## src/rtl/fifo_multi_drain.sv

```systemverilog
// Round-robin read-side drain for the fifo_multi subbuffer array: picks a non-empty
// subbuffer, pops up to b words from it, and presents each word with its channel tag.
module fifo_multi_drain #(
   parameter int n = 8,
   parameter int o = 8,
   parameter int w = 7,
   parameter int b = 4
) (
   input  logic                 clk,
   input  logic                 rst,
   input  logic [w*o-1:0]       status,
   output logic [$clog2(o)-1:0] addr_o,
   output logic                 pop,
   input  logic [n-1:0]         data_i,
   output logic [n-1:0]         data_o,
   output logic [$clog2(o)-1:0] ch_o,
   output logic                 valid,
   input  logic                 ready
);

   localparam int aw = $clog2(o);
   localparam int bw = $clog2(b + 1);

   typedef enum logic [1:0] {SCAN, POP, CAPT, HOLD} state_t;

   state_t        state;
   state_t        next_state;
   logic [aw-1:0] ptr;
   logic [aw-1:0] pick;
   logic [bw-1:0] burst;
   logic [o-1:0]  nonempty;
   logic          found;
   logic          handshake;
   logic          more;

   // Only a zero fill count means empty; no other status bits are interpreted.
   always_comb begin
      nonempty = {o{1'b0}};
      for (int k = 0; k < o; k++) begin
         nonempty[k] = (status[w*k +: w] != {w{1'b0}});
      end
   end

   // Search ptr+1 .. ptr+o (wrapping), so the last granted index gets lowest priority.
   always_comb begin
      found = 1'b0;
      pick  = ptr;
      for (int i = 1; i <= o; i++) begin
         if (!found && nonempty[ptr + aw'(i)]) begin
            found = 1'b1;
            pick  = ptr + aw'(i);
         end
      end
   end

   // Status seen during the handshake already reflects the completed pop.
   always_comb begin
      handshake = (state == HOLD) && valid && ready;
      more      = (burst < bw'(b)) && nonempty[addr_o];
   end

   // Next-state logic.
   always_comb begin
      next_state = state;
      case (state)
         SCAN: begin
            if (found) begin
               next_state = POP;
            end else begin
               next_state = SCAN;
            end
         end
         POP:  next_state = CAPT;
         CAPT: next_state = HOLD;
         HOLD: begin
            if (!handshake) begin
               next_state = HOLD;
            end else if (more) begin
               next_state = POP;
            end else begin
               next_state = SCAN;
            end
         end
         default: next_state = SCAN;
      endcase
   end

   // State register and registered datapath/outputs.
   always_ff @(posedge clk) begin
      if (rst) begin
         state  <= SCAN;
         ptr    <= aw'(o - 1);
         burst  <= {bw{1'b0}};
         addr_o <= {aw{1'b0}};
         pop    <= 1'b0;
         valid  <= 1'b0;
         data_o <= {n{1'b0}};
         ch_o   <= {aw{1'b0}};
      end else begin
         state <= next_state;
         pop   <= (next_state == POP);
         case (state)
            SCAN: begin
               if (found) begin
                  addr_o <= pick;
                  burst  <= bw'(1);
               end
            end
            CAPT: begin
               data_o <= data_i;
               ch_o   <= addr_o;
               valid  <= 1'b1;
            end
            HOLD: begin
               if (handshake) begin
                  valid <= 1'b0;
                  if (more) begin
                     burst <= burst + bw'(1);
                  end else begin
                     ptr <= addr_o;
                  end
               end
            end
            default: ;
         endcase
      end
   end

endmodule

```

## config.mk

```make
export PLATFORM = sky130hd
export DESIGN_NAME = fifo_multi_drain
export DESIGN_NICKNAME = d
export VERILOG_FILES = /design/src/rtl/fifo_multi_drain.sv
export SDC_FILE = /design/constraint.sdc
export NUM_CORES = 1
export LEC_CHECK = 0
export ABC_AREA = 1
export ABC_CLOCK_PERIOD_IN_PS = 2600
export BUFFER_PORTS_ARGS = -buffer_cell sky130_fd_sc_hd__buf_2
export CORE_MARGIN = 1.5
export CORE_UTILIZATION = 51
export CTS_BUF_LIST = sky130_fd_sc_hd__clkbuf_8
export DETAILED_ROUTE_END_ITERATION = 6
export PLACE_DENSITY = 0.9
export SLEW_MARGIN = 10
export SYNTH_ARGS = -nofsm -noshare
export SYNTH_HDL_FRONTEND = slang
export SYNTH_SLANG_ARGS = --single-unit
```

## constraint.sdc

```tcl
create_clock -name clk -period 2.6 [get_ports clk]
set_clock_uncertainty 0.05 [all_clocks]
set_input_delay 0.52 -clock clk [delete_from_list [all_inputs] [get_ports clk]]
set_output_delay 0.52 -clock clk [all_outputs]
set_load 0.01 [all_outputs]
```

==> out/qor.yml <==
final_cells: 452
status: "completed"
max_stage_delay_ns: 0.34
grt_pass1_vias: 2234
worstSkewPairLatency_ns: 0.26
wirelength_um: 5382
p_leak_nw: 1.431
worstSetupStartpointType: "flip-flop"
antenna_found_initial: 0
syn_nets: 390
die_height_um: 67.28
grt_pass1_wl_um: 8887
crit_required_ns: 2.72
fillCellCount: 365
vias: 2355
grt_usage_pct: 25.24
detail_route.wl_per_cell_um: 11.91
worstSetupPathType: "flip-flop to flip-flop"
fin_total_pwr_mw: 0.8608
powerDensity_nw_per_um2: 329.8
first_pass_iters: 5
clock-root-buffer: "clkbuf_8"
overflow: 0
drive_above_1_share_pct: 34.83
synth-edff-count: 0
ys_types: 39
cts_buffer_depth: 2
r2r_cells: 15
path_common_cell: "nand2_1"
dp_cells: 449
max_slew_margin_pct: 64.45
initial_core_util_pct: 53.06
peakVddDrop_v: 0.0004133
ys.flop_type: "dfxtp_1"
cts_max_level: 1
fin_setup_tns_ns: 0
synth_commonest_cells: "nand2_1, nand3_1, nor2_1"
async_reset_ff_share_pct: 0
crit_chain: "inv_2 > ha_2 > buf_4 > nand3_1 > nand2_1 > nand2_1 > nand2_2 > nor2_8 > nand4_4 > nor2_4 > nand3_2 > nand3_2 > nand2_1 > clkinv_1 > nor2_2"
final_hold_viol_count: 0
maxCapViolations: 0
r2r-start: "ptr[1]$_SDFFE_PP1P_"
arrival_ns: 2.38
r2r-end: "burst[1]$_SDFFE_PP0P_"
period_needed_ns: 2.262
rrSetupSlack_ns: 0.34
fin_crit_sh_pct: 86.99
cts.sinks: 24
setup_viol: 0
min_path_type: "input pin to flip-flop"
synth-seq-cells: 24
whs_endpoint: "valid$_SDFFE_PP0P_"
gp_congestion: 0.9641
ant_nets: 0
die_w_um: 67.28
hpwl_um: 4420
hold_depth: 2
core_um2: 3971
syn_area_um2: 2107
synth_cells: 320
rows: 23
grt_start_max_net_pins: 22
path_clk_slew_ns: 0.08
max_freq_ghz: 0.4422
place.port_buffers: 82
min_from: "rst"
yosysSeqAreaShare_pct: 22.80
areaGrowthSynthToFinish_pct: 23.87
rsz0062_at_grt: "no"
yosysTopAreaCell: "dfxtp_1"
worstSetupEndpointType: "flip-flop"
avgViaCountPerCell: 5.210
maxSlewViolCount: 0
syn_avg_cell_area_um2: 6.584
nets: 474
cts_buffers: 3
critPathLaunch: "ptr[1]$_SDFFE_PP1P_"
die_area_um2: 4526
drc: 0
worst_pin_slew_ns: 0.5325
synth_top_cell_area_share_pct: 22.80
synth.area.top_cells: "dfxtp_1, nand3_1, nand2_1"
yosys_warnings: 0
cp_slowest_cell: "ha_2"
synth_most_common_cell: "nand2_1"
io_pins: 83
crit_fanout: 6
num_antenna_cells: 0
drt_iter0_markers: 158
cts_tree: "built"
## how the worst max path moves through the flow
stage	to	slack, ns	cells past startpoint
5_1_grt	addr_o[1]$_SDFFE_PP0P_	0.09	17
3_3_place_gp	burst[1]$_SDFFE_PP0P_	0.29	15
2_1_floorplan	burst[0]$_SDFFE_PP0P_	0.32	17
6_report	burst[1]$_SDFFE_PP0P_	0.34	15
4_1_cts	addr_o[0]$_SDFFE_PP0P_	0.23	15
3_5_place_dp	addr_o[2]$_SDFFE_PP0P_	0.20	16
## stage by stage
step           hold WS, ns  worst slack [ns]  area, um2  utilization, %
3_5_place_dp        0.4184            0.2023       2566           64.62
6_report            0.4237            0.3384       2610           65.72
5_1_grt             0.4270           0.09438       2610           65.72
4_1_cts             0.4166            0.2347       2608           65.66
3_3_place_gp        0.4072            0.2919       2566           64.62
2_1_floorplan       0.3933            0.3152       2107               -
## critical path: cells and delay by family (launching register included)
family | cells | cell delay [ns]
and+or+nand+nor | 11 | 1.12
adders and majority gates | 1 | 0.34
DFF | 1 | 0.32
buffers and inverters | 3 | 0.35
## report_power, final
part	leakage, nW	internal, mW	total, mW	switching (mW)
clock	0.0216	0.104	0.213	0.109
combinational	1.21	0.0979	0.227	0.129
sequential	0.197	0.401	0.422	0.0207
total	1.43	0.603	0.861	0.258
## flip-flops by register name (all words and copies together), names as in the netlist
name and cells:
addr_o 3, ptr 3, valid 1, data_o 8, ch_o 3, pop 1, state 2, burst 3
## area by class of cell
type	count	area, um2	share of cell area, %
Inverter	42	157.7	6.040
Tap cell	50	62.56	2.397
Sequential cell	24	480.5	18.41
Clock buffer	3	41.29	1.582
Multi-Input combinational cell	246	1420	54.41
Timing Repair Buffer	87	447.9	17.16
## layout by cell type, fill, tap and decap left out, types with 2 or more instances in the layout
| master | instances |
|---|---|
| and2_2 | 2 |
| nor3_4 | 4 |
| o211ai_1 | 3 |
| inv_2 | 6 |
| buf_2 | 82 |
| and2_0 | 2 |
| xnor2_2 | 2 |
| clkinv_1 | 4 |
| o21ai_0 | 16 |
| nand2_4 | 3 |
| nor2_1 | 38 |
| nand3_1 | 49 |
| ha_1 | 2 |
| nor2_2 | 6 |
| nor3_1 | 3 |
| a21oi_1 | 10 |
| nand2_2 | 5 |
| inv_1 | 32 |
| nand4_1 | 7 |
| clkbuf_8 | 3 |
| nor2_4 | 2 |
| nor3_2 | 2 |
| nand3_2 | 11 |
| dfxtp_1 | 24 |
| and2_1 | 4 |
| nand2_1 | 64 |
| buf_4 | 5 |
## metal layers
metal  vias up  part of all wire [%]  GRT usage [%]
met5         -                     0              0
met4         0                   2.5          12.24
met3        18                   6.2          3.167
met2       105                    50          49.75
met1      1020                    41          25.79
li1       1212                     -              -
## cell families after synthesis
kind of cell	after synthesis	synth area share (%)
XOR/XNOR	4	3.266
adder cells (fa/ha/maj)	3	1.782
buffers and inverters	50	9.916
AND/OR/NAND/NOR	204	52.26
flip-flops	24	22.80
AO/OA/AOI/OAI	35	9.977
## what timing repair did
item / 4_1_cts / 5_1_grt
hold buffers: 0 / 0
buffers inserted: 0 / 0
gates resized for setup: 0 / 2
setup endpoints to repair: 0 / 2
Note: power is estimated with default switching activity, not from simulation.
